$ cat config.mk
export PLATFORM = sky130hd
export DESIGN_NAME = fifo_reader
export DESIGN_NICKNAME = d
export VERILOG_FILES = /design/src/rtl/fifo_reader.sv
export SDC_FILE = /design/constraint.sdc
export NUM_CORES = 1
export LEC_CHECK = 0
export CORE_AREA = 2 2 71 73
export DETAILED_ROUTE_END_ITERATION = 6
export DIE_AREA = 0 0 73 75
export GPL_ROUTABILITY_DRIVEN = 1
export PLACE_DENSITY = 0.88
export SYNTH_ARGS = -nofsm -noshare
export SYNTH_HDL_FRONTEND = slang
export SYNTH_SLANG_ARGS = --single-unit
$ cat constraint.sdc
create_clock -name clk -period 5.4 [get_ports clk]
set_input_delay 1.62 -clock clk [delete_from_list [all_inputs] [get_ports clk]]
set_output_delay 1.62 -clock clk [all_outputs]
set_load 0.02 [all_outputs]
$ cat src/rtl/fifo_reader.sv
// fifo_reader: drains a standard-mode synchronous FIFO (one-cycle read
// latency) into a valid/ready stream with fixed-length packet framing.
// A 2-entry output buffer hides the read latency so one beat per cycle
// is sustained. Stop requests take effect only at packet boundaries.
//
// Ports:
//   clk, arst_n        clock, asynchronous active-low reset
//   enable             1 = run, 0 = stop at next packet boundary
//   fifo_dout          FIFO read data (valid the cycle after fifo_rd_en)
//   fifo_empty         FIFO empty flag
//   fifo_rd_en         FIFO read strobe (combinational)
//   m_data/m_valid     stream payload / valid (registered)
//   m_last             last beat of a packet, qualified by m_valid
//   m_ready            downstream ready
//   busy               FSM active, read in flight, or buffer non-empty
//
// Optional build macro FIFO_READER_STATS_EN adds:
//   stat_beats (32b)   accepted beats, saturating
//   stat_pkts  (16b)   accepted last beats, wrapping
module fifo_reader #(
  parameter int unsigned DATA_W  = 8,
  parameter int unsigned PKT_LEN = 16
) (
  input  logic              clk,
  input  logic              arst_n,
  input  logic              enable,
  input  logic [DATA_W-1:0] fifo_dout,
  input  logic              fifo_empty,
  output logic              fifo_rd_en,
  output logic [DATA_W-1:0] m_data,
  output logic              m_valid,
  output logic              m_last,
  input  logic              m_ready,
  output logic              busy
`ifdef FIFO_READER_STATS_EN
  ,
  output logic [31:0]       stat_beats,
  output logic [15:0]       stat_pkts
`endif
);

  localparam int unsigned CNT_W = 16;
  localparam logic [CNT_W-1:0] LAST_IDX = CNT_W'(PKT_LEN - 1);

  typedef enum logic [1:0] {
    ST_IDLE   = 2'd0,
    ST_RUN    = 2'd1,
    ST_FINISH = 2'd2
  } state_t;

  state_t            state;
  state_t            state_next;
  logic [CNT_W-1:0]  issue_cnt;
  logic [CNT_W-1:0]  out_cnt;
  logic [1:0]        occ;
  logic              inflight;
  logic [DATA_W-1:0] buf_tail;
  logic              pop;
  logic              room;
  logic              issue_wrap;

  assign pop        = m_valid & m_ready;
  assign issue_wrap = (issue_cnt == LAST_IDX);
  // Buffer slots not yet claimed by held or in-flight words, after this cycle's pop
  assign room       = ({1'b0, occ} + {2'b00, inflight}) < (3'd2 + {2'b00, pop});
  assign m_last     = m_valid & (out_cnt == LAST_IDX);

  // State register
  always_ff @(posedge clk or negedge arst_n) begin
    if (!arst_n) state <= ST_IDLE;
    else         state <= state_next;
  end

  // Next-state logic
  always_comb begin
    state_next = state;
    case (state)
      ST_IDLE:   if (enable) state_next = ST_RUN;
      ST_RUN:    if (!enable) state_next = (issue_cnt != '0) ? ST_FINISH : ST_IDLE;
      ST_FINISH: begin
        if (enable)                        state_next = ST_RUN;
        else if (fifo_rd_en && issue_wrap) state_next = ST_IDLE;
      end
      default:   state_next = ST_IDLE;
    endcase
  end

  // Output logic: read strobe and busy
  always_comb begin
    fifo_rd_en = 1'b0;
    busy       = inflight | (occ != 2'd0);
    case (state)
      // A stop seen exactly at a boundary must not open a new packet
      ST_RUN: begin
        fifo_rd_en = (enable | (issue_cnt != '0)) & ~fifo_empty & room;
        busy       = 1'b1;
      end
      ST_FINISH: begin
        fifo_rd_en = ~fifo_empty & room;
        busy       = 1'b1;
      end
      default: ;
    endcase
  end

  // Counters, in-flight tracking and the 2-entry output buffer (head = m_data)
  always_ff @(posedge clk or negedge arst_n) begin
    if (!arst_n) begin
      issue_cnt <= '0;
      out_cnt   <= '0;
      occ       <= 2'd0;
      inflight  <= 1'b0;
      buf_tail  <= '0;
      m_data    <= '0;
      m_valid   <= 1'b0;
    end else begin
      inflight <= fifo_rd_en;
      if (fifo_rd_en) issue_cnt <= issue_wrap ? '0 : issue_cnt + 16'd1;
      if (pop)        out_cnt   <= (out_cnt == LAST_IDX) ? '0 : out_cnt + 16'd1;
      case ({inflight, pop})
        2'b10: begin
          if (occ == 2'd0) m_data   <= fifo_dout;
          else             buf_tail <= fifo_dout;
          occ     <= occ + 2'd1;
          m_valid <= 1'b1;
        end
        2'b01: begin
          m_data  <= buf_tail;
          occ     <= occ - 2'd1;
          m_valid <= (occ == 2'd2);
        end
        // Capture and pop together: shift, keep occupancy
        2'b11: begin
          if (occ == 2'd1) begin
            m_data <= fifo_dout;
          end else begin
            m_data   <= buf_tail;
            buf_tail <= fifo_dout;
          end
        end
        default: ;
      endcase
    end
  end

`ifdef FIFO_READER_STATS_EN
  // Accepted-beat and accepted-packet statistics
  always_ff @(posedge clk or negedge arst_n) begin
    if (!arst_n) begin
      stat_beats <= '0;
      stat_pkts  <= '0;
    end else if (pop) begin
      if (stat_beats != 32'hFFFF_FFFF) stat_beats <= stat_beats + 32'd1;
      if (m_last)                      stat_pkts  <= stat_pkts + 16'd1;
    end
  end
`endif

endmodule

==> out/results.tsv <==
metric	value	unit
grt_pass1_vias	2132	
fmax	194.1	MHz
place_worst_setup_slack	265.6	ps
clockRootBuffer	clkbuf_8	
clkTransAtPathRegs	90	ps
portBuffers	24	
grt_pass1_wl	9722	µm
cts_tree	done	
finalClockSkew	8.101	ps
synthFlopType	dfrtp_1	
dp.cells	350	
setup_viol	0	
dp_hpwl	3847	µm
irDropWorstVdd	286.0	µV
antenna_found_initial	0	
finalPower	1.472	mW
antennaDiodeCount	0	
worstPathMaxFanout	13	
final_area	3184	µm²
cts-resized-gates	0	
final-max-slew-violation-count	0	
crit_required	3780	ps
grt_setup_unrepaired	false	
gpl.final_weighted_congestion	0.8275	
hold_viol_final	0	
drc	0	
ant_nets	0	
cts_made_buffers	5	
syn-num-nets	302	
area_delta_synth_final	14.38	%
wl	5494	µm
dpl-instance-area	3085	µm²
synth_seq_cells	54	
yosys_warnings	0	
viasPerCell	6.020	
grt_overflow	0	
fin_crit	5153	ps
synth-edff-count	0	
grt_max_degree	55	
yosysUniqueCellTypes	39	
die_h	75	µm
synth_area_leaders	dfrtp_1 49%, ha_1 7.2%, mux2_2 4.4%	
slew_headroom	25.25	%
clock_sinks	54	
wire_per_inst	15.35	µm
async_flop_share	100.0	%
crit_path_end_kind	output port	
drt_iter0_drc	114	
layout-drive-gt1-share	9.211	%
crit_type	in -> out	
die_w	73	µm
crit_path_start_kind	input port	
synth.largest_area_cell	dfrtp_1	
cp_data_arrival_time	3530	ps
hold_ws	496.8	ps
nets	332	
dieArea	5475	µm²
fin_tns_setup	0	ps
first_pass_iters	4	
grtUsageTotal	22.93	%
io_pins	25	
fillers	356	
num_vias	2155	
cts_hold_buf	0	
clock_latency	310	ps
clock_path_buffers	2	
synth_area	2784	µm²
syn_avg_cell_area	10.20	µm²
p_leak	1.456	nW
htreeDepth	2	
initial_utilization	59.73	%
yosysSeqAreaShare	48.54	%
synthCells	273	
fin_ws	246.8	ps
post_cts_buffers	0	
min_path_type	reg -> reg	
status	finished, final reports clean	
fin_crit_sh	95.43	%
finalNonFillerCells	358	
drv_cap	0	
p_per_area	462.1	nW/µm²
core-area	4661	µm²
worst_pin_slew	1121	ps
fin_util	68.32	%
synth_top_area_share	48.54	%
core.rowCount	25	
-- power by group --
group          total [mW]  switching, mW  internal (mW)
logic               0.608          0.330          0.278
clock network       0.239          0.134          0.106
registers           0.624         0.0990          0.524
-- flip-flops by register name, indices dropped and copies added (netlist names) --
signal	cells
buf_tail	8
inflight	1
issue_cnt	16
m_data	8
m_valid	1
occ	2
out_cnt	16
state	2
-- path summary, 6_finish.rpt --
kind / depth (start not counted) / startpoint / to / slack (ps)
max: 6 / fifo_empty / fifo_rd_en / 250
min: 1 / out_cnt[14]$_DFFE_PN0P_ / out_cnt[14]$_DFFE_PN0P_ / 500
max reg2reg: 9 / inflight$_DFF_PN0_ / issue_cnt[6]$_DFFE_PN0P_ / 2870
min reg2reg: 1 / out_cnt[14]$_DFFE_PN0P_ / out_cnt[14]$_DFFE_PN0P_ / 500
max in group asynchronous: 2 / arst_n / issue_cnt[9]$_DFFE_PN0P_ / 3540
min in group asynchronous: 2 / arst_n / m_data[0]$_DFFE_PN0P_ / 1410
-- critical path, cell delays in order --
cell and delay, ps:
clkdlybuf4s50_1 400, or3b_1 410, a21o_1 210, a21o_4 240
inv_2 70, clkdlybuf4s50_1 590
-- layout make-up --
class	count	area, µm²	share of cell area [%]
sequential	54	1351	42.44
tap	54	67.56	2.122
clock buffer	6	82.58	2.593
multi-input combinational	200	1353	42.48
clock inverter	2	16.27	0.5108
inverter	15	56.30	1.768
timing repair buffer	27	257.7	8.094
-- cells in the mapped netlist (all sizes together), types with 2 or more instances --
master,count
or3,2
nand4,6
buf,3
xor2,5
dfrtp,54
nand3b,2
a31oi,3
or3b,2
nor4,5
and2,3
a21o,6
nor2,26
and3,9
xnor2,10
o31ai,9
a22oi,8
nand3,7
o211ai,2
or4,3
o21ai,15
a21oi,14
ha,16
inv,15
and4,3
nand2,22
mux2,11
nor3,7
-- kinds of logic after synthesis --
family	Yosys count	synth area share, %
flip-flops	54	48.54
multiplexers	11	4.449
XOR/XNOR	15	4.719
adder cells (fa/ha/maj)	16	7.191
AND/OR/NAND/NOR	99	18.70
AO/OA/AOI/OAI	59	13.53
buffers and inverters	19	2.876
-- routing by layer --
layer	part of all wire (%)	track usage, %
met5	0	0
met2	49	37.94
met4	1.4	7.407
met3	3.5	4.552
met1	46	30.61
-- placed cells by master (no fill, tap or decap), drive strengths merged, types with 10 or more instances in the layout --
cell           netlist  layout
clkdlybuf4s50        0      23
a21oi               14      14
mux2                11      11
nor2                26      26
inv                 15      16
nand2               22      22
o21ai               15      15
ha                  16      16
dfrtp               54      54
xnor2               10      10
No activity file was read; power rests on OpenSTA's default activity.
